$ cat src/rtl/kbd_pkg.sv
// Shared types and constants for the keyboard ASCII receive FIFO.
package kbd_pkg;

  localparam int KBD_FIFO_DEPTH = 16;

  typedef enum logic {
    IDLE = 1'b0,
    ACK  = 1'b1
  } cap_state_t;

endpackage

$ cat src/rtl/kbd_sync_fifo.sv
// Single-clock show-ahead FIFO; data holds the head entry, or the last popped value when empty.
module kbd_sync_fifo
  import kbd_pkg::*;
#(
  parameter int DEPTH = KBD_FIFO_DEPTH,
  parameter int WIDTH = 7,
  localparam int AW = $clog2(DEPTH),
  localparam int CW = $clog2(DEPTH) + 1
) (
  input  logic             clk,
  input  logic             rst,
  input  logic             push,
  input  logic             pop,
  input  logic [WIDTH-1:0] wdata,
  output logic [WIDTH-1:0] data,
  output logic [CW-1:0]    count,
  output logic             full,
  output logic             empty
);

  localparam logic [CW-1:0] FULL_CNT = CW'(DEPTH);

  logic [WIDTH-1:0] mem [DEPTH];
  logic [AW-1:0]    wr_ptr;
  logic [AW-1:0]    rd_ptr;
  logic [AW-1:0]    rd_ptr_nxt;
  logic [CW-1:0]    count_nxt;
  logic             do_push;
  logic             do_pop;

  // A pop frees the head slot this cycle, so a push into a full FIFO is legal then.
  assign do_pop  = pop && !empty;
  assign do_push = push && (!full || do_pop);

  // NOTE: every variable assigned in always_comb gets a default first, so no latch is inferred.
  always_comb begin
    rd_ptr_nxt = rd_ptr;
    count_nxt  = count;
    if (do_pop) rd_ptr_nxt = rd_ptr + 1'b1;
    unique case ({do_push, do_pop})
      2'b10:   count_nxt = count + 1'b1;
      2'b01:   count_nxt = count - 1'b1;
      default: count_nxt = count;
    endcase
  end

  // NOTE: the storage array has no reset; the occupancy count alone decides which entries are valid.
  always_ff @(posedge clk) begin
    if (do_push) mem[wr_ptr] <= wdata;
  end

  // NOTE: sequential state uses non-blocking assignments so every flop samples pre-edge values.
  always_ff @(posedge clk or posedge rst) begin
    if (rst) begin
      wr_ptr <= '0;
      rd_ptr <= '0;
      count  <= '0;
      full   <= 1'b0;
      empty  <= 1'b1;
      data   <= '0;
    end else begin
      if (do_push) wr_ptr <= wr_ptr + 1'b1;
      rd_ptr <= rd_ptr_nxt;
      count  <= count_nxt;
      full   <= (count_nxt == FULL_CNT);
      empty  <= (count_nxt == '0);
      // The new head is the word being written when it lands in the slot the head now points at.
      if (count_nxt != '0) begin
        if (do_push && (rd_ptr_nxt == wr_ptr)) data <= wdata;
        else                                    data <= mem[rd_ptr_nxt];
      end
    end
  end

endmodule

$ cat src/rtl/kbd_ascii_fifo.sv
// Keyboard ASCII capture: two-state handshake with the front end feeding a CPU-side FIFO.
module kbd_ascii_fifo
  import kbd_pkg::*;
#(
  parameter int DEPTH = KBD_FIFO_DEPTH
) (
  input  logic                     clk,
  input  logic                     rst,
  input  logic [6:0]               ascii_code,
  input  logic                     ascii_data_ready,
  output logic                     rx_ascii_read,
  input  logic                     rd_en,
  output logic [7:0]               rd_data,
  output logic                     empty,
  output logic                     full,
  output logic [$clog2(DEPTH):0]   count,
  output logic                     overflow,
  input  logic                     clr_ovf,
  output logic                     irq
);

  cap_state_t state;
  logic       push_req;
  logic       drop;
  logic [6:0] head;

  assign push_req = (state == IDLE) && ascii_data_ready;
  // Mirrors the FIFO's own acceptance rule: full with no same-cycle pop loses the character.
  assign drop     = push_req && full && !(rd_en && !empty);

  always_ff @(posedge clk or posedge rst) begin
    if (rst) begin
      state         <= IDLE;
      rx_ascii_read <= 1'b0;
    end else begin
      unique case (state)
        IDLE: begin
          if (ascii_data_ready) begin
            state         <= ACK;
            rx_ascii_read <= 1'b1;
          end
        end
        ACK: begin
          state         <= IDLE;
          rx_ascii_read <= 1'b0;
        end
        default: begin
          state         <= IDLE;
          rx_ascii_read <= 1'b0;
        end
      endcase
    end
  end

  // A drop in the same cycle wins over the clear so no overflow event is lost.
  always_ff @(posedge clk or posedge rst) begin
    if (rst)          overflow <= 1'b0;
    else if (drop)    overflow <= 1'b1;
    else if (clr_ovf) overflow <= 1'b0;
  end

  kbd_sync_fifo #(
    .DEPTH (DEPTH),
    .WIDTH (7)
  ) u_fifo (
    .clk   (clk),
    .rst   (rst),
    .push  (push_req),
    .pop   (rd_en),
    .wdata (ascii_code),
    .data  (head),
    .count (count),
    .full  (full),
    .empty (empty)
  );

  assign rd_data = {1'b0, head};
  assign irq     = ~empty;

endmodule

$ cat config.mk
export PLATFORM = sky130hd
export DESIGN_NAME = kbd_ascii_fifo
export DESIGN_NICKNAME = d
export VERILOG_FILES = /design/src/rtl/kbd_pkg.sv /design/src/rtl/kbd_sync_fifo.sv /design/src/rtl/kbd_ascii_fifo.sv
export SDC_FILE = /design/constraint.sdc
export NUM_CORES = 1
export LEC_CHECK = 0
export ABC_AREA = 1
export BUFFER_PORTS_ARGS = -buffer_cell sky130_fd_sc_hd__buf_2
export CAP_MARGIN = 20
export CORE_ASPECT_RATIO = 1.5
export CORE_MARGIN = 1
export CORE_UTILIZATION = 35
export CTS_BUF_LIST = sky130_fd_sc_hd__clkbuf_8
export CTS_CLUSTER_DIAMETER = 200
export DETAILED_ROUTE_END_ITERATION = 6
export SLEW_MARGIN = 10
export SYNTH_ARGS = -nofsm -noshare
export SYNTH_HDL_FRONTEND = slang
export SYNTH_SLANG_ARGS = --single-unit
$ cat constraint.sdc
create_clock -name clk -period 2.35 [get_ports clk]
set_input_delay 0.1175 -clock clk [delete_from_list [all_inputs] [get_ports clk]]
set_output_delay 0.1175 -clock clk [all_outputs]
set_load 0.03 [all_outputs]
# Word-level counts from Yosys, hierarchy flattened
# Memory sizes are Yosys's and may differ from the RTL's. A register that Yosys moved wholly into a read port is not among the register bits.
# Index checks and enable logic that the tools add are counted.
dict set report word_totals {
  ff_bits 18
  mem_bits_rw 112
  in_bits 12
  output_inout_bits 18
  word_cells 41
  n_memories 1
}
dict set report op_classes {
  add_sub_neg 4
  eq_ne 4
  n_mux 10
  bitwise_logic 2
  n_reduce_logical 12
}
# name words word_bits read_ports rd_clocked_by_memory_dff write_ports line_no
set mem_list {}
lappend mem_list {u_fifo.mem 16 7 1 1 1 kbd_sync_fifo.sv:23} ;# logic [WIDTH-1:0] mem [DEPTH];
# cell count
set op_table {}
lappend op_table {{$pmux W5 S2} 1}
lappend op_table {{$add A4 B1 Y4 const B} 2}
lappend op_table {{$mux W1} 6}
lappend op_table {{$add A5 B1 Y5 const B} 1}
lappend op_table {{$eq A5 B5 Y1 const B} 1}
lappend op_table {{$logic_and A1 B1 Y1} 5}
lappend op_table {{$logic_not A5 Y1} 1}
lappend op_table {{$reduce_bool A5 Y1} 1}
lappend op_table {{$sub A5 B1 Y5 const B} 1}
lappend op_table {{$mux W4} 1}
lappend op_table {{$pmux W1 S2} 2}
lappend op_table {{$logic_not A1 Y1} 3}
lappend op_table {{$eq A2 B1 Y1 const B} 1}
lappend op_table {{$eq A2 B2 Y1 const B} 1}
lappend op_table {{$ne A2 B2 Y1 const B} 1}
lappend op_table {{$not A1 Y1} 2}
lappend op_table {{$reduce_bool A2 Y1} 1}
lappend op_table {{$logic_or A1 B1 Y1} 1}

# Logic depth before layout (Yosys ltp)
# Gate-level depths: netlist of the first run.
dict set report depth {
  depth_word 7
  mapped_depth 21
  mapped_depth_nobuf 21
}

# By module
# From an unflattened synthesis of the first run, not the netlist that was laid out.
dict set report unflattened {
  cells_unflattened 632
  area_unflattened_um2 6451.2
}
# mod instances cells_each area_each_um2
set modules_own_cells {}
lappend modules_own_cells {kbd_sync_fifo 1 616 6308.6}
lappend modules_own_cells {kbd_ascii_fifo 1 16 142.6}

# Worst setup path before layout of the first run
# Ideal clock, no wire load.
dict set report synth_path {
  path_type {register to register}
  startpoint {reg u_fifo.empty}
  endpoint {reg u_fifo.data[0], read port of u_fifo.mem}
  t_arrival_ns 2.688
  slack_ns -0.404
  path_stages_with_launch 18
  synth_period_minus_slack_ns 2.754
  cell_sequence {dfstp_2 inv_2 nand2_2 a21oi_4 inv_1 ha_1 inv_2 nand2_1 nand2_1 ha_1 nand2_1 o21ai_0 or2_1 nor2_1 nand3_2 clkinv_1 nand2_1 nand2_1}
}
dict set report synth_between {
  elab_chain_len 7
}
# item line_no
set synth_lines {}
lappend synth_lines {{start, declared} kbd_sync_fifo.sv:18} ;# output logic empty
lappend synth_lines {{start signal, assigned} kbd_sync_fifo.sv:66} ;# empty <= (count_nxt == '0);
lappend synth_lines {{$logic_not A1 Y1 (*)} kbd_sync_fifo.sv:32} ;# assign do_pop = pop && !empty;
lappend synth_lines {{$logic_and A1 B1 Y1 (*)} kbd_sync_fifo.sv:32}
lappend synth_lines {{$logic_or A1 B1 Y1} kbd_sync_fifo.sv:33} ;# assign do_push = push && (!full || do_pop);
lappend synth_lines {{$logic_and A1 B1 Y1} kbd_sync_fifo.sv:33}
lappend synth_lines {{$eq A2 B1 Y1 / $eq A2 B2 Y1 (equally long branches)} kbd_sync_fifo.sv:40} ;# unique case ({do_push, do_pop})
lappend synth_lines {{$pmux W5 S2 (*)} kbd_sync_fifo.sv:40}
lappend synth_lines {{net u_fifo.count_nxt[1]} kbd_sync_fifo.sv:27} ;# logic [CW-1:0] count_nxt;
lappend synth_lines {{$reduce_bool A5 Y1 (*)} kbd_sync_fifo.sv:68} ;# if (count_nxt != '0) begin
lappend synth_lines {{end, declared} kbd_sync_fifo.sv:15} ;# output logic [WIDTH-1:0] data,
# Mark *: on every way through the listed nets, which the timed path passes. The rest lies on a longest branch.
# A chain may end at the register's enable or synchronous reset.

# Worst setup path after layout of the first run
dict set report layout_path {
  startpoint {reg state}
  endpoint {reg u_fifo.data[2], read port of u_fifo.mem}
}
dict set report layout_between {
  elab_chain_len 6
}
# item line_no
set layout_lines {}
lappend layout_lines {{start, declared} kbd_ascii_fifo.sv:22} ;# cap_state_t state;
lappend layout_lines {{start signal, assigned} kbd_ascii_fifo.sv:33} ;# state <= IDLE;
lappend layout_lines {{start signal, assigned} kbd_ascii_fifo.sv:39} ;# state <= ACK;
lappend layout_lines {{start signal, assigned} kbd_ascii_fifo.sv:44} ;# state <= IDLE;
lappend layout_lines {{$not A1 Y1 (*)} n/a}
lappend layout_lines {{$logic_and A1 B1 Y1 (*)} kbd_ascii_fifo.sv:27} ;# assign push_req = (state == IDLE) && ascii_data_ready;
lappend layout_lines {{$logic_and A1 B1 Y1 (*)} kbd_sync_fifo.sv:33}
lappend layout_lines {{$eq A2 B1 Y1 / $eq A2 B2 Y1 (equally long branches)} kbd_sync_fifo.sv:40}
lappend layout_lines {{$pmux W5 S2 (*)} kbd_sync_fifo.sv:40}
lappend layout_lines {{net u_fifo.count_nxt[4]} kbd_sync_fifo.sv:27}
lappend layout_lines {{$reduce_bool A5 Y1 (*)} kbd_sync_fifo.sv:68}
# Marks and branches as above.

==> impl_metrics.py, run 1 <==
metrics = {
    "status": {
        "outcome": "finished clean",
    },
    "pwr": {
        "cellLeakagePower_nw": 3.200,
        "p_total_w": 0.009389,
        "powerDensity_nw_per_um2": 1243,
        "irDropWorstVdd_mv": 0.5119,
    },
    "yosys": {
        "synth_seq_cells": 137,
        "synth_top_area_share_pct": 52.14,
        "yosys-top-cells-area": "sky130_fd_sc_hd__edfxtp_1 52%, sky130_fd_sc_hd__nand3_1 11%, sky130_fd_sc_hd__dfrtp_1 9.3%, sky130_fd_sc_hd__nand2_1 6.7%, sky130_fd_sc_hd__inv_1 5.7%",
        "syn-mean-instance-area_sq_um": 10.25,
        "multiplexer_share_of_the_synthesized_area_pct": 0,
        "post_synth_fa_ha_maj_area_fraction_pct": 1.552,
        "synth-seq-area-share_pct": 61.86,
        "syn_inst": 629,
        "ys_warn_count": 0,
        "synth_top_cell_by_area": "sky130_fd_sc_hd__edfxtp_1",
        "mappedNetlistArea_sq_um": 6450,
        "synth_cell_types": 33,
        "postSynthNetCount": 649,
        "yosys.area_share.simple_pct": 26.19,
        "synthXorXnorAreaFrac_pct": 0.5432,
        "synth_top_family_by_area": "simple AND/OR/NAND/NOR gates",
        "synth-compound-area-share_pct": 1.552,
    },
    "final_layout": {
        "drive_gt1_share_pct": 19.74,
        "layout.filler_cells": 1710,
        "finalCoreUtilization_pct": 41.92,
        "areaGrowthSynthToFinish_pct": 17.09,
        "multi_input_comb_area_sq_um": 2022,
        "nets": 706,
        "sequential_cell_area_sq_um": 3990,
        "num_antenna_cells": 0,
    },
    "floorplan": {
        "dieHeight_um": 168.3,
        "core.rowCount": 60,
        "die_area_sq_um": 18990,
        "ios": 30,
        "fp.dieW_um": 112.8,
        "start_util_pct": 35.80,
        "core_region_area_sq_um": 18020,
    },
    "timing": {
        "hold_ws_ns": 0.1130,
        "clock.fmax_mhz": 430.0,
        "min_period_over_period_pct": 98.96,
        "timing.setup.tns_ns": 0,
        "finalSetupViolCount": 0,
        "fin_worst_skew_ns": 0.008394,
        "setup_repair_after_global_routing_missed_its_margin": "yes",
        "maxSlewViolCount": 0,
        "final_period_minus_worst_setup_slack_ns": 2.325,
        "final_hold_viol_count": 0,
    },
    "critical_path": {
        "endpoint_kind": "flip-flop",
        "wp_data_arrival_ns": 2.66,
        "type_of_the_setup_path_with_the_least_slack": "flip-flop to flip-flop",
        "path_max_fanout": 8,
        "start_kind": "flip-flop",
        "critPathRequiredTime_ns": 2.68,
    },
    "grt": {
        "first_global_vias": 4460,
        "gr-usage-all-layers_pct": 16.52,
        "grt_pass1_wl_um": 23630,
        "number_of_antenna_violations_at_the_first_check_in_global_routing": 0,
        "grt_max_degree": 54,
        "grt_overflow": 0,
    },
    "route": {
        "firstDrtPassIters": 5,
        "wirelength_um": 14800,
        "route.antenna.remaining_nets": 0,
        "iter_0_drt_violations": 286,
        "drc": 0,
        "detailroute.via_count": 4474,
        "post_drt_via_cell_ratio": 4.884,
        "routed_wire_length_per_instance_um": 16.15,
    },
    "clock_network": {
        "clockBufferDepth": 2,
        "clock_latency_ns": 0.44,
        "htree_num_levels": 4,
        "tritoncts": "built",
        "tritoncts_num_sinks": 137,
        "clk_pin_slew_ns": 0.08,
        "cts_buffers": 17,
        "cts-root-buf": "sky130_fd_sc_hd__clkbuf_8",
    },
    "min_path": {
        "hold_path_class": "primary input to flip-flop",
    },
    "placed_design": {
        "dp_hpwl_um": 9877,
        "port_buffers": 28,
        "gp_congestion": 0.8486,
    },
    "job": {
        "max-cap-violations": 0,
    },
}
final timing paths:
kind	slack, ns	end	start	depth (start not counted)
worst min register to register	0.44	rx_ascii_read	state	1
max in group asynchronous	1.60	u_fifo.empty	rst	4
worst min-delay path	0.11	u_fifo.mem[14][5]	ascii_code[5]	1
worst max-delay path	0.02	u_fifo.data[2]	state	19
min in group asynchronous	0.22	u_fifo.wr_ptr[0]	rst	3
worst max register to register	0.02	u_fifo.data[2]	state	19
critical path: stages (launching register included):
cell	delay [ns]
sky130_fd_sc_hd__dfrtp_1	0.39
sky130_fd_sc_hd__or2_4	0.24
sky130_fd_sc_hd__a21oi_4	0.13
sky130_fd_sc_hd__inv_2	0.07
sky130_fd_sc_hd__ha_4	0.18
sky130_fd_sc_hd__inv_2	0.06
sky130_fd_sc_hd__nand2_2	0.06
sky130_fd_sc_hd__nand2_4	0.08
sky130_fd_sc_hd__ha_4	0.14
sky130_fd_sc_hd__inv_2	0.03
sky130_fd_sc_hd__nand2_2	0.09
sky130_fd_sc_hd__nand4_1	0.12
sky130_fd_sc_hd__nand3_1	0.09
sky130_fd_sc_hd__nand2_1	0.05
sky130_fd_sc_hd__nand2_1	0.08
sky130_fd_sc_hd__inv_2	0.06
sky130_fd_sc_hd__nand3_4	0.14
sky130_fd_sc_hd__clkinv_4	0.11
sky130_fd_sc_hd__nand2_1	0.07
sky130_fd_sc_hd__nand2_1	0.05
cells in the final DEF (no fill, tap or decap), types with 2 or more instances in the layout:
| cell type | instances |
|---|---|
| sky130_fd_sc_hd__nand2_4 | 4 |
| sky130_fd_sc_hd__ha_4 | 2 |
| sky130_fd_sc_hd__nand4_1 | 3 |
| sky130_fd_sc_hd__bufinv_16 | 2 |
| sky130_fd_sc_hd__o21ai_0 | 7 |
| sky130_fd_sc_hd__nand2_1 | 106 |
| sky130_fd_sc_hd__dlygate4sd3_1 | 3 |
| sky130_fd_sc_hd__nand3b_1 | 42 |
| sky130_fd_sc_hd__nand3_1 | 134 |
| sky130_fd_sc_hd__o21ai_2 | 3 |
| sky130_fd_sc_hd__nand2_2 | 11 |
| sky130_fd_sc_hd__inv_1 | 96 |
| sky130_fd_sc_hd__ha_1 | 6 |
| sky130_fd_sc_hd__clkbuf_8 | 18 |
| sky130_fd_sc_hd__buf_12 | 4 |
| sky130_fd_sc_hd__inv_6 | 3 |
| sky130_fd_sc_hd__xor2_1 | 3 |
| sky130_fd_sc_hd__inv_2 | 7 |
| sky130_fd_sc_hd__a21oi_1 | 2 |
| sky130_fd_sc_hd__nor2_1 | 19 |
| sky130_fd_sc_hd__nor2_4 | 2 |
| sky130_fd_sc_hd__edfxtp_1 | 112 |
| sky130_fd_sc_hd__nor2_2 | 2 |
| sky130_fd_sc_hd__clkinv_4 | 5 |
| sky130_fd_sc_hd__clkinv_2 | 3 |
| sky130_fd_sc_hd__nand3_2 | 6 |
| sky130_fd_sc_hd__dfrtp_1 | 24 |
| sky130_fd_sc_hd__buf_4 | 28 |
| sky130_fd_sc_hd__buf_2 | 28 |
per-stage QoR:
stage	instance area, sq um	instances	setup slack (ns)
floorplan	6490	629	-0.1437
global placement	7013	875	0.001840
detailed placement	7013	875	-0.1106
CTS	7510	913	-0.009940
global route	7552	916	-0.1323
finish	7552	916	0.02452
state kept, by name, summed over array words and instances (netlist names):
signal         count
u_fifo.mem       112
u_fifo.data        7
u_fifo.count       5
u_fifo.rd_ptr      4
u_fifo.wr_ptr      4
overflow           1
rx_ascii_read      1
state              1
u_fifo.empty       1
u_fifo.full        1
cell type report:
type | instances | area share (%)
Clock inverter | 14 | 1.955
Sequential cell | 137 | 52.83
Clock buffer | 18 | 3.280
Multi-Input combinational cell | 362 | 26.77
Tap cell | 217 | 3.595
Inverter | 104 | 5.268
Timing Repair Buffer | 64 | 6.296
report_power, final:
group          switching, W  total (W)  internal, W  leakage [nW]
registers          0.000219    0.00319      0.00297          1.31
clock network      0.000935    0.00191     0.000976         0.205
logic               0.00286    0.00429      0.00143          1.68
total               0.00401    0.00939      0.00537          3.20
synth_stat cells:
cell type / number
sky130_fd_sc_hd__nand3_1: 137
sky130_fd_sc_hd__nand2_1: 115
sky130_fd_sc_hd__edfxtp_1: 112
sky130_fd_sc_hd__inv_1: 98
sky130_fd_sc_hd__nand3b_1: 42
sky130_fd_sc_hd__dfrtp_1: 24
sky130_fd_sc_hd__nor2_1: 20
sky130_fd_sc_hd__clkbuf_1: 11
sky130_fd_sc_hd__buf_2: 8
sky130_fd_sc_hd__ha_1: 8
sky130_fd_sc_hd__o21ai_0: 8
sky130_fd_sc_hd__buf_4: 5
sky130_fd_sc_hd__inv_2: 5
sky130_fd_sc_hd__nand2_2: 4
sky130_fd_sc_hd__nand3_2: 4
sky130_fd_sc_hd__nand4_1: 3
sky130_fd_sc_hd__xor2_1: 3
sky130_fd_sc_hd__a21oi_1: 2
sky130_fd_sc_hd__buf_6: 2
sky130_fd_sc_hd__nand2_4: 2
sky130_fd_sc_hd__nor2_2: 2
sky130_fd_sc_hd__o21ai_2: 2
sky130_fd_sc_hd__or2_1: 2
sky130_fd_sc_hd__a21boi_2: 1
sky130_fd_sc_hd__a21oi_4: 1
sky130_fd_sc_hd__clkinv_1: 1
sky130_fd_sc_hd__conb_1: 1
sky130_fd_sc_hd__dfstp_2: 1
sky130_fd_sc_hd__nor2_4: 1
sky130_fd_sc_hd__nor2_8: 1
sky130_fd_sc_hd__nor3b_4: 1
sky130_fd_sc_hd__o21ai_1: 1
sky130_fd_sc_hd__xnor2_1: 1
layer usage:
layer	GRT usage [%]	vias to the layer above	routed length (um)	part of all wire, %
li1	-	2219	-	-
met1	18.46	2122	5855	40
met2	29.79	109	7996	54
met3	2.736	24	556	3.8
met4	8.812	0	389	2.6
met5	0	-	0	0
timing repair:
action                                 4_1_cts  5_1_grt
hold buffers                                 3        0
pin swaps                                    8        7
endpoints found under the hold margin       26        0
gates resized for setup                     12        6
setup endpoints to repair                    7        8
buffers inserted                             3        2
logic make-up (layout without fill, tap and decap cells):
| group | count (synthesis) | in the layout |
|---|---|---|
| buffers and inverters | 130 | 200 |
| adders and majority gates | 8 | 8 |
| DFF | 137 | 137 |
| other | 1 | 1 |
| and+or+nand+nor | 334 | 334 |
| xor gates and xnor gates | 4 | 4 |
| AOI/OAI and AO/OA | 15 | 15 |
Power figures use the tool's default switching activity.
==> run 2, diff against run 1 <==
--- a/config.mk
+++ b/config.mk
@@ -7,13 +7,13 @@
 export LEC_CHECK = 0
 export ABC_AREA = 1
 export BUFFER_PORTS_ARGS = -buffer_cell sky130_fd_sc_hd__buf_2
-export CAP_MARGIN = 20
 export CORE_ASPECT_RATIO = 1.5
 export CORE_MARGIN = 1
-export CORE_UTILIZATION = 35
+export CORE_UTILIZATION = 50
 export CTS_BUF_LIST = sky130_fd_sc_hd__clkbuf_8
 export CTS_CLUSTER_DIAMETER = 200
 export DETAILED_ROUTE_END_ITERATION = 6
+export PLACE_DENSITY = 0.7
 export SLEW_MARGIN = 10
 export SYNTH_ARGS = -nofsm -noshare
 export SYNTH_HDL_FRONTEND = slang
==> run 2 against run 1 <==
Effect of this change:
- the run now ends with negative setup slack left
- combinational power rose by 5%
- cell area rose by 0.27%
- first-iteration DRC count fell by 18%
- non-clock buffer count rose by 9
- die area fell by 30%
- utilization rose by 19 points
- critical path type unchanged
- critical endpoint is now u_fifo.data[6]
==> impl_metrics.py, run 2 (synthesized netlist as in run 1, its figures left out) <==
metrics = {
    "clock_network": {
        "clk_pin_slew_ns": 0.08,
        "tritoncts": "built",
        "cts_buffers": 17,
        "htree_num_levels": 4,
        "clock_latency_ns": 0.45,
        "tritoncts_num_sinks": 137,
        "cts-root-buf": "sky130_fd_sc_hd__clkbuf_8",
        "clockBufferDepth": 2,
    },
    "job": {
        "max-cap-violations": 0,
    },
    "critical_path": {
        "wp_data_arrival_ns": 2.73,
        "critPathRequiredTime_ns": 2.68,
        "start_kind": "flip-flop",
        "path_max_fanout": 8,
        "path_cells": "inv_4, nand2_4, a21oi_4, inv_2, ha_4, inv_2, nand2_2, nand2_4, ha_4, inv_2, nand2_4, a21oi_1, o21ai_0, o21ai_2, nor2_4, nand3_4, clkinv_4, nand2_1, nand2_1",
        "timing.critical_path.buf_inv": 5,
        "r2r_setup_slack_ns": -0.05,
        "critical_path_cell_count": 19,
        "r2r_cells": 19,
        "critical_path.top_delay_family": "simple AND/OR/NAND/NOR gates",
        "max_stage_delay_ns": 0.57,
        "type_of_the_setup_path_with_the_least_slack": "flip-flop to flip-flop",
        "endpoint_kind": "flip-flop",
        "worst_path_max_delay_cell": "sky130_fd_sc_hd__dfstp_2",
    },
    "route": {
        "detailroute.via_count": 4673,
        "post_drt_via_cell_ratio": 5.409,
        "route.antenna.remaining_nets": 0,
        "wirelength_um": 14710,
        "drc": 0,
        "routed_wire_length_per_instance_um": 17.02,
        "iter_0_drt_violations": 234,
        "firstDrtPassIters": 5,
    },
    "floorplan": {
        "dieHeight_um": 141.1,
        "core_region_area_sq_um": 12510,
        "start_util_pct": 51.55,
        "fp.dieW_um": 94.74,
        "core.rowCount": 50,
        "ios": 30,
        "die_area_sq_um": 13370,
    },
    "timing": {
        "timing.setup.tns_ns": -0.3154,
        "final_period_minus_worst_setup_slack_ns": 2.396,
        "fin_worst_skew_ns": 0.01208,
        "finalSetupViolCount": 9,
        "relSlewSlack_pct": 38.21,
        "slew_worst_pin_ns": 0.9259,
        "min_period_over_period_pct": 102.0,
        "setup_slack_ns": -0.04640,
        "maxSlewViolCount": 0,
        "hold_ws_ns": 0.08987,
        "setup_repair_after_global_routing_missed_its_margin": "yes",
        "final_hold_viol_count": 0,
        "clock.fmax_mhz": 417.3,
    },
    "final_layout": {
        "drive_gt1_share_pct": 21.61,
        "nets": 715,
        "registers.top_by_ff_count": "u_fifo.mem",
        "largest_reg_flops": 112,
        "areaGrowthSynthToFinish_pct": 17.40,
        "non_filler_instance_count_after_layout": 864,
        "layout_common_cells": "131 x sky130_fd_sc_hd__nand3_1, 112 x sky130_fd_sc_hd__edfxtp_1, 104 x sky130_fd_sc_hd__nand2_1",
        "largest_registers": "u_fifo.mem (112), u_fifo.data (7), u_fifo.count (5)",
        "most_frequent_standard_cell_in_the_layout_excluding_fill_and_tap_cells": "sky130_fd_sc_hd__nand3_1",
        "num_antenna_cells": 0,
        "final_design_area_excluding_fillers_sq_um": 7572,
    },
    "pwr": {
        "cellLeakagePower_nw": 3.235,
        "irDropWorstVdd_mv": 0.5380,
        "powerDensity_nw_per_um2": 1268,
        "p_total_w": 0.009602,
    },
    "grt": {
        "number_of_antenna_violations_at_the_first_check_in_global_routing": 0,
        "first_global_vias": 4635,
        "gr-usage-all-layers_pct": 23.35,
        "grt_pass1_wl_um": 22710,
        "grt_overflow": 0,
        "grt_max_degree": 63,
    },
    "placed_design": {
        "placedInstanceArea_sq_um": 6954,
        "gp_congestion": 0.8205,
        "port_buffers": 28,
        "dp_cells": 818,
        "dp_hpwl_um": 9652,
    },
    "status": {
        "failed_checks": "negative setup slack",
        "outcome": "finished with violations",
    },
    "min_path": {
        "hold_path_class": "primary input to flip-flop",
        "timing.hold.worst_path_depth": 1,
    },
}
-- run 2: cell types whose count changed in the layout (fill, tap and decap cells not counted), moves of 2 or more --
cell                       before  now
sky130_fd_sc_hd__clkinv_2       3    1
sky130_fd_sc_hd__nand3_2        6    9
sky130_fd_sc_hd__buf_4         28   37
sky130_fd_sc_hd__inv_6          3    5
sky130_fd_sc_hd__nand3_1      134  131
sky130_fd_sc_hd__nand2_1      106  104
sky130_fd_sc_hd__buf_6          0    2
-- run 2: worst register-to-register path: stages, from the launching register on --
cell and delay, ns:
sky130_fd_sc_hd__dfstp_2 0.57, sky130_fd_sc_hd__inv_4 0.05, sky130_fd_sc_hd__nand2_4 0.06, sky130_fd_sc_hd__a21oi_4 0.05, sky130_fd_sc_hd__inv_2 0.08, sky130_fd_sc_hd__ha_4 0.16
sky130_fd_sc_hd__inv_2 0.05, sky130_fd_sc_hd__nand2_2 0.07, sky130_fd_sc_hd__nand2_4 0.07, sky130_fd_sc_hd__ha_4 0.16, sky130_fd_sc_hd__inv_2 0.06, sky130_fd_sc_hd__nand2_4 0.06
sky130_fd_sc_hd__a21oi_1 0.16, sky130_fd_sc_hd__o21ai_0 0.14, sky130_fd_sc_hd__o21ai_2 0.12, sky130_fd_sc_hd__nor2_4 0.08, sky130_fd_sc_hd__nand3_4 0.15, sky130_fd_sc_hd__clkinv_4 0.11
sky130_fd_sc_hd__nand2_1 0.07, sky130_fd_sc_hd__nand2_1 0.05
-- run 2: path summary, 6_finish.rpt --
| check | to | start |
|---|---|---|
| worst max-delay path | u_fifo.data[6] | u_fifo.empty |
| worst min-delay path | u_fifo.mem[15][0] | ascii_code[0] |
| worst max register to register | u_fifo.data[6] | u_fifo.empty |
| worst min register to register | rx_ascii_read | state |
| max in group asynchronous | u_fifo.count[2] | rst |
| min in group asynchronous | rx_ascii_read | rst |
-- run 2: final cells by class --
type	instances	area (sq um)
multi-input combinational	362	2059
clock inverter	15	165.2
inverter	104	397.9
clock buffer	17	234.0
sequential	137	3990
tap	156	195.2
fill	1006	4940
timing repair buffer	73	530.5
-- run 2: power by group --
group          leakage (nW)  switching [W]  internal (W)
Combinational          1.73        0.00293       0.00156
Clock                 0.197       0.000957      0.000963
Sequential             1.31       0.000221       0.00297
-- run 2: metrics by stage --
| stage | utilization [%] | worst slack [ns] |
|---|---|---|
| 6_report | 60.52 | -0.04640 |
| 5_1_grt | 60.52 | -0.1518 |
| 4_1_cts | 59.90 | -0.01688 |
| 3_5_place_dp | 55.58 | -0.1069 |
| 3_3_place_gp | 55.58 | 0.008368 |
| 2_1_floorplan | - | -0.1437 |
-- run 2: timing repair --
action                     4_1_cts  5_1_grt
setup endpoints to repair        8        9
hold buffers                     3        0
buffers inserted                 8        3
resized for setup               13       16
hold endpoints to repair        26        0
pin swaps                        6       17
-- run 2: metal layers --
| layer | up-vias | GRT usage [%] | part of all wire, % |
|---|---|---|---|
| li1 | 2234 | - | - |
| met1 | 2232 | 25.29 | 38 |
| met2 | 157 | 39.80 | 52 |
| met3 | 50 | 5.502 | 4.7 |
| met4 | 0 | 15.55 | 5.2 |
| met5 | - | 0 | 0 |
==> run 3, diff against run 2 <==
--- a/config.mk
+++ b/config.mk
@@ -13,7 +13,7 @@
 export CTS_BUF_LIST = sky130_fd_sc_hd__clkbuf_8
 export CTS_CLUSTER_DIAMETER = 200
 export DETAILED_ROUTE_END_ITERATION = 6
-export PLACE_DENSITY = 0.7
+export PLACE_DENSITY = 0.81
 export SLEW_MARGIN = 10
 export SYNTH_ARGS = -nofsm -noshare
 export SYNTH_HDL_FRONTEND = slang
==> run 3 against run 2 <==
Effect of this change:
- the run still ends with negative setup slack left
- clock skew decreased by 0.0037 ns
- maximum frequency is 0.79% lower
- global-route usage grew 0.36 points
- final cell count shrank 0.69%
- power up 0.91%
- die area did not move
- cell area down 0.25%
- utilization fell by 0.15 points
- sequential power barely moved
- critical path type unchanged
- largest power group unchanged
- highest routed layer unchanged
==> impl_metrics.py, run 3 (synthesized netlist as in run 1, its figures left out) <==
metrics = {
    "route": {
        "iter_0_drt_violations": 380,
        "highest_layer": "met4",
        "wirelength_met1_um": 5399,
        "route.met3.wl_um": 831,
        "wirelength_um": 14740,
        "firstDrtPassIters": 5,
        "drc": 0,
        "post_drt_via_cell_ratio": 5.521,
        "detailroute.wirelength.met2_um": 7696,
        "route.antenna.remaining_nets": 0,
        "detailroute.via_count": 4737,
        "routed_wire_length_per_instance_um": 17.18,
    },
    "final_layout": {
        "num_antenna_cells": 0,
        "drive_gt1_share_pct": 21.23,
        "largest_reg_flops": 112,
        "nets": 709,
        "areaGrowthSynthToFinish_pct": 17.11,
        "most_frequent_standard_cell_in_the_layout_excluding_fill_and_tap_cells": "sky130_fd_sc_hd__nand3_1",
        "layout_common_cells": "132 x sky130_fd_sc_hd__nand3_1, 112 x sky130_fd_sc_hd__edfxtp_1, 101 x sky130_fd_sc_hd__nand2_1",
        "non_filler_instance_count_after_layout": 858,
        "registers.top_by_ff_count": "u_fifo.mem",
        "largest_registers": "u_fifo.mem (112), u_fifo.data (7), u_fifo.count (5)",
        "layout.filler_cells": 942,
        "finalCoreUtilization_pct": 60.37,
        "final_design_area_excluding_fillers_sq_um": 7553,
    },
    "placed_design": {
        "placedInstanceArea_sq_um": 6917,
        "gp_congestion": 0.9325,
        "dp_hpwl_um": 9364,
        "dp_cells": 813,
        "port_buffers": 28,
        "pre_cts_ws_ns": -0.1380,
    },
    "critical_path": {
        "worst_path_most_repeated_cell": "sky130_fd_sc_hd__nand2_2",
        "start_kind": "flip-flop",
        "r2r_setup_slack_ns": -0.07,
        "critPathRequiredTime_ns": 2.75,
        "critPathLaunch": "state",
        "critical_path.top_delay_family": "simple AND/OR/NAND/NOR gates",
        "worst_path_max_delay_cell": "sky130_fd_sc_hd__dfrtp_1",
        "timing.critical_path.buf_inv": 3,
        "max_stage_delay_ns": 0.39,
        "timing.rr.start": "state",
        "path_cells": "or2_4, a21oi_4, inv_2, ha_4, inv_4, nand2_4, nand2_4, ha_4, nand2_2, o21ai_2, or2_1, nor2_2, nand3_4, clkinv_4, nand2_2, nand2_2",
        "endpoint_kind": "flip-flop",
        "wp_data_arrival_ns": 2.81,
        "path_max_fanout": 8,
        "type_of_the_setup_path_with_the_least_slack": "flip-flop to flip-flop",
    },
    "grt": {
        "grt_pass1_wl_um": 23290,
        "number_of_antenna_violations_at_the_first_check_in_global_routing": 0,
        "gr-usage-all-layers_pct": 23.71,
        "first_global_vias": 4747,
        "grt_max_degree": 63,
        "grt_overflow": 0,
    },
    "clock_network": {
        "clock_latency_ns": 0.46,
        "clockBufferDepth": 2,
        "tritoncts": "built",
        "cts-root-buf": "sky130_fd_sc_hd__clkbuf_8",
        "clk_pin_slew_ns": 0.08,
        "htree_num_levels": 4,
        "tritoncts_num_sinks": 137,
        "cts_buffers": 17,
    },
    "timing": {
        "final_hold_viol_count": 0,
        "fin_worst_skew_ns": 0.008430,
        "clock.fmax_mhz": 414.0,
        "maxSlewViolCount": 0,
        "slew_worst_pin_ns": 0.9500,
        "finalSetupViolCount": 7,
        "setup_slack_ns": -0.06544,
        "min_period_over_period_pct": 102.8,
        "final_period_minus_worst_setup_slack_ns": 2.415,
        "setup_repair_after_global_routing_missed_its_margin": "yes",
        "relSlewSlack_pct": 36.60,
    },
    "pwr": {
        "pwr-share-comb_pct": 45.8,
        "cellLeakagePower_nw": 3.232,
        "irDropWorstVdd_mv": 0.5721,
        "p_total_w": 0.009689,
        "powerDensity_nw_per_um2": 1283,
        "power.share.sequential_pct": 33.0,
        "pwr-share-clk_pct": 21.2,
        "intPower_w": 0.005555,
        "netSwitchingFraction_pct": 42.67,
        "power.switching_w": 0.004134,
    },
    "floorplan": {
        "die_area_sq_um": 13370,
        "core.rowCount": 50,
        "ios": 30,
        "dieHeight_um": 141.1,
        "start_util_pct": 51.55,
        "fp.dieW_um": 94.74,
        "core_region_area_sq_um": 12510,
    },
    "min_path": {
        "min_from": "ascii_code[6]",
        "hold_path_class": "primary input to flip-flop",
    },
    "status": {
        "outcome": "finished with violations",
        "failed_checks": "negative setup slack",
    },
    "job": {
        "max-cap-violations": 0,
    },
}
==> run 3: cell types whose count changed in the layout (fill, tap and decap cells not counted), moves of 2 or more <==
cell,delta
sky130_fd_sc_hd__buf_4,-4
sky130_fd_sc_hd__nand2_1,-3
sky130_fd_sc_hd__buf_6,-2
sky130_fd_sc_hd__clkinv_4,-2
sky130_fd_sc_hd__nand2_4,+2
==> run 3: area by class of cell <==
type | count | area, sq um | area share (%)
timing repair buffer | 67 | 478.0 | 6.328
multi-input combinational | 362 | 2067 | 27.36
inverter | 104 | 400.4 | 5.301
clock buffer | 17 | 234.0 | 3.098
sequential | 137 | 3990 | 52.82
tap | 156 | 195.2 | 2.584
clock inverter | 15 | 188.9 | 2.501
==> run 3: worst paths after layout <==
check / depth (start not counted) / to
worst min-delay path: 1 / u_fifo.mem[15][6]
worst max register to register: 16 / u_fifo.data[4]
max in group asynchronous: 3 / u_fifo.wr_ptr[3]
worst min register to register: 1 / rx_ascii_read
min in group asynchronous: 3 / u_fifo.data[2]
worst max-delay path: 16 / u_fifo.data[4]
==> run 3: power by group through the flow <==
| stage | Combinational [W] | Sequential, W | Clock, W |
|---|---|---|---|
| after floorplan | 0.00271 | 0.00342 | 0 |
| after global placement | 0.00384 | 0.00321 | 0 |
| after detailed placement | 0.00399 | 0.00323 | 0 |
| after CTS | 0.00427 | 0.00319 | 0.00208 |
| after global routing | 0.00486 | 0.00323 | 0.00217 |
| final | 0.00443 | 0.00320 | 0.00206 |
==> run 3: routing by layer <==
metal  vias up  track usage [%]
li1       2221                -
met1      2257            25.09
met2       204            39.87
met3        55            5.663
met4         0            18.10
met5         -                0
==> run 3: timing repair <==
item / in CTS / in global routing
buffers inserted: 10 / 1
hold buffers: 3 / 0
gates resized for setup: 15 / 15
setup endpoints to repair: 9 / 10
endpoints found under the hold margin: 26 / 0
pin swaps: 10 / 11
==> run 3: stage by stage <==
stage / TNS, ns / hold WS [ns]
global placement: 0 / 0.3200
CTS: -0.3892 / 0.07560
floorplan: -1.033 / 0.1441
finish: -0.3694 / 0.08676
global route: -1.449 / 0.08737
detailed placement: -0.7650 / 0.3440
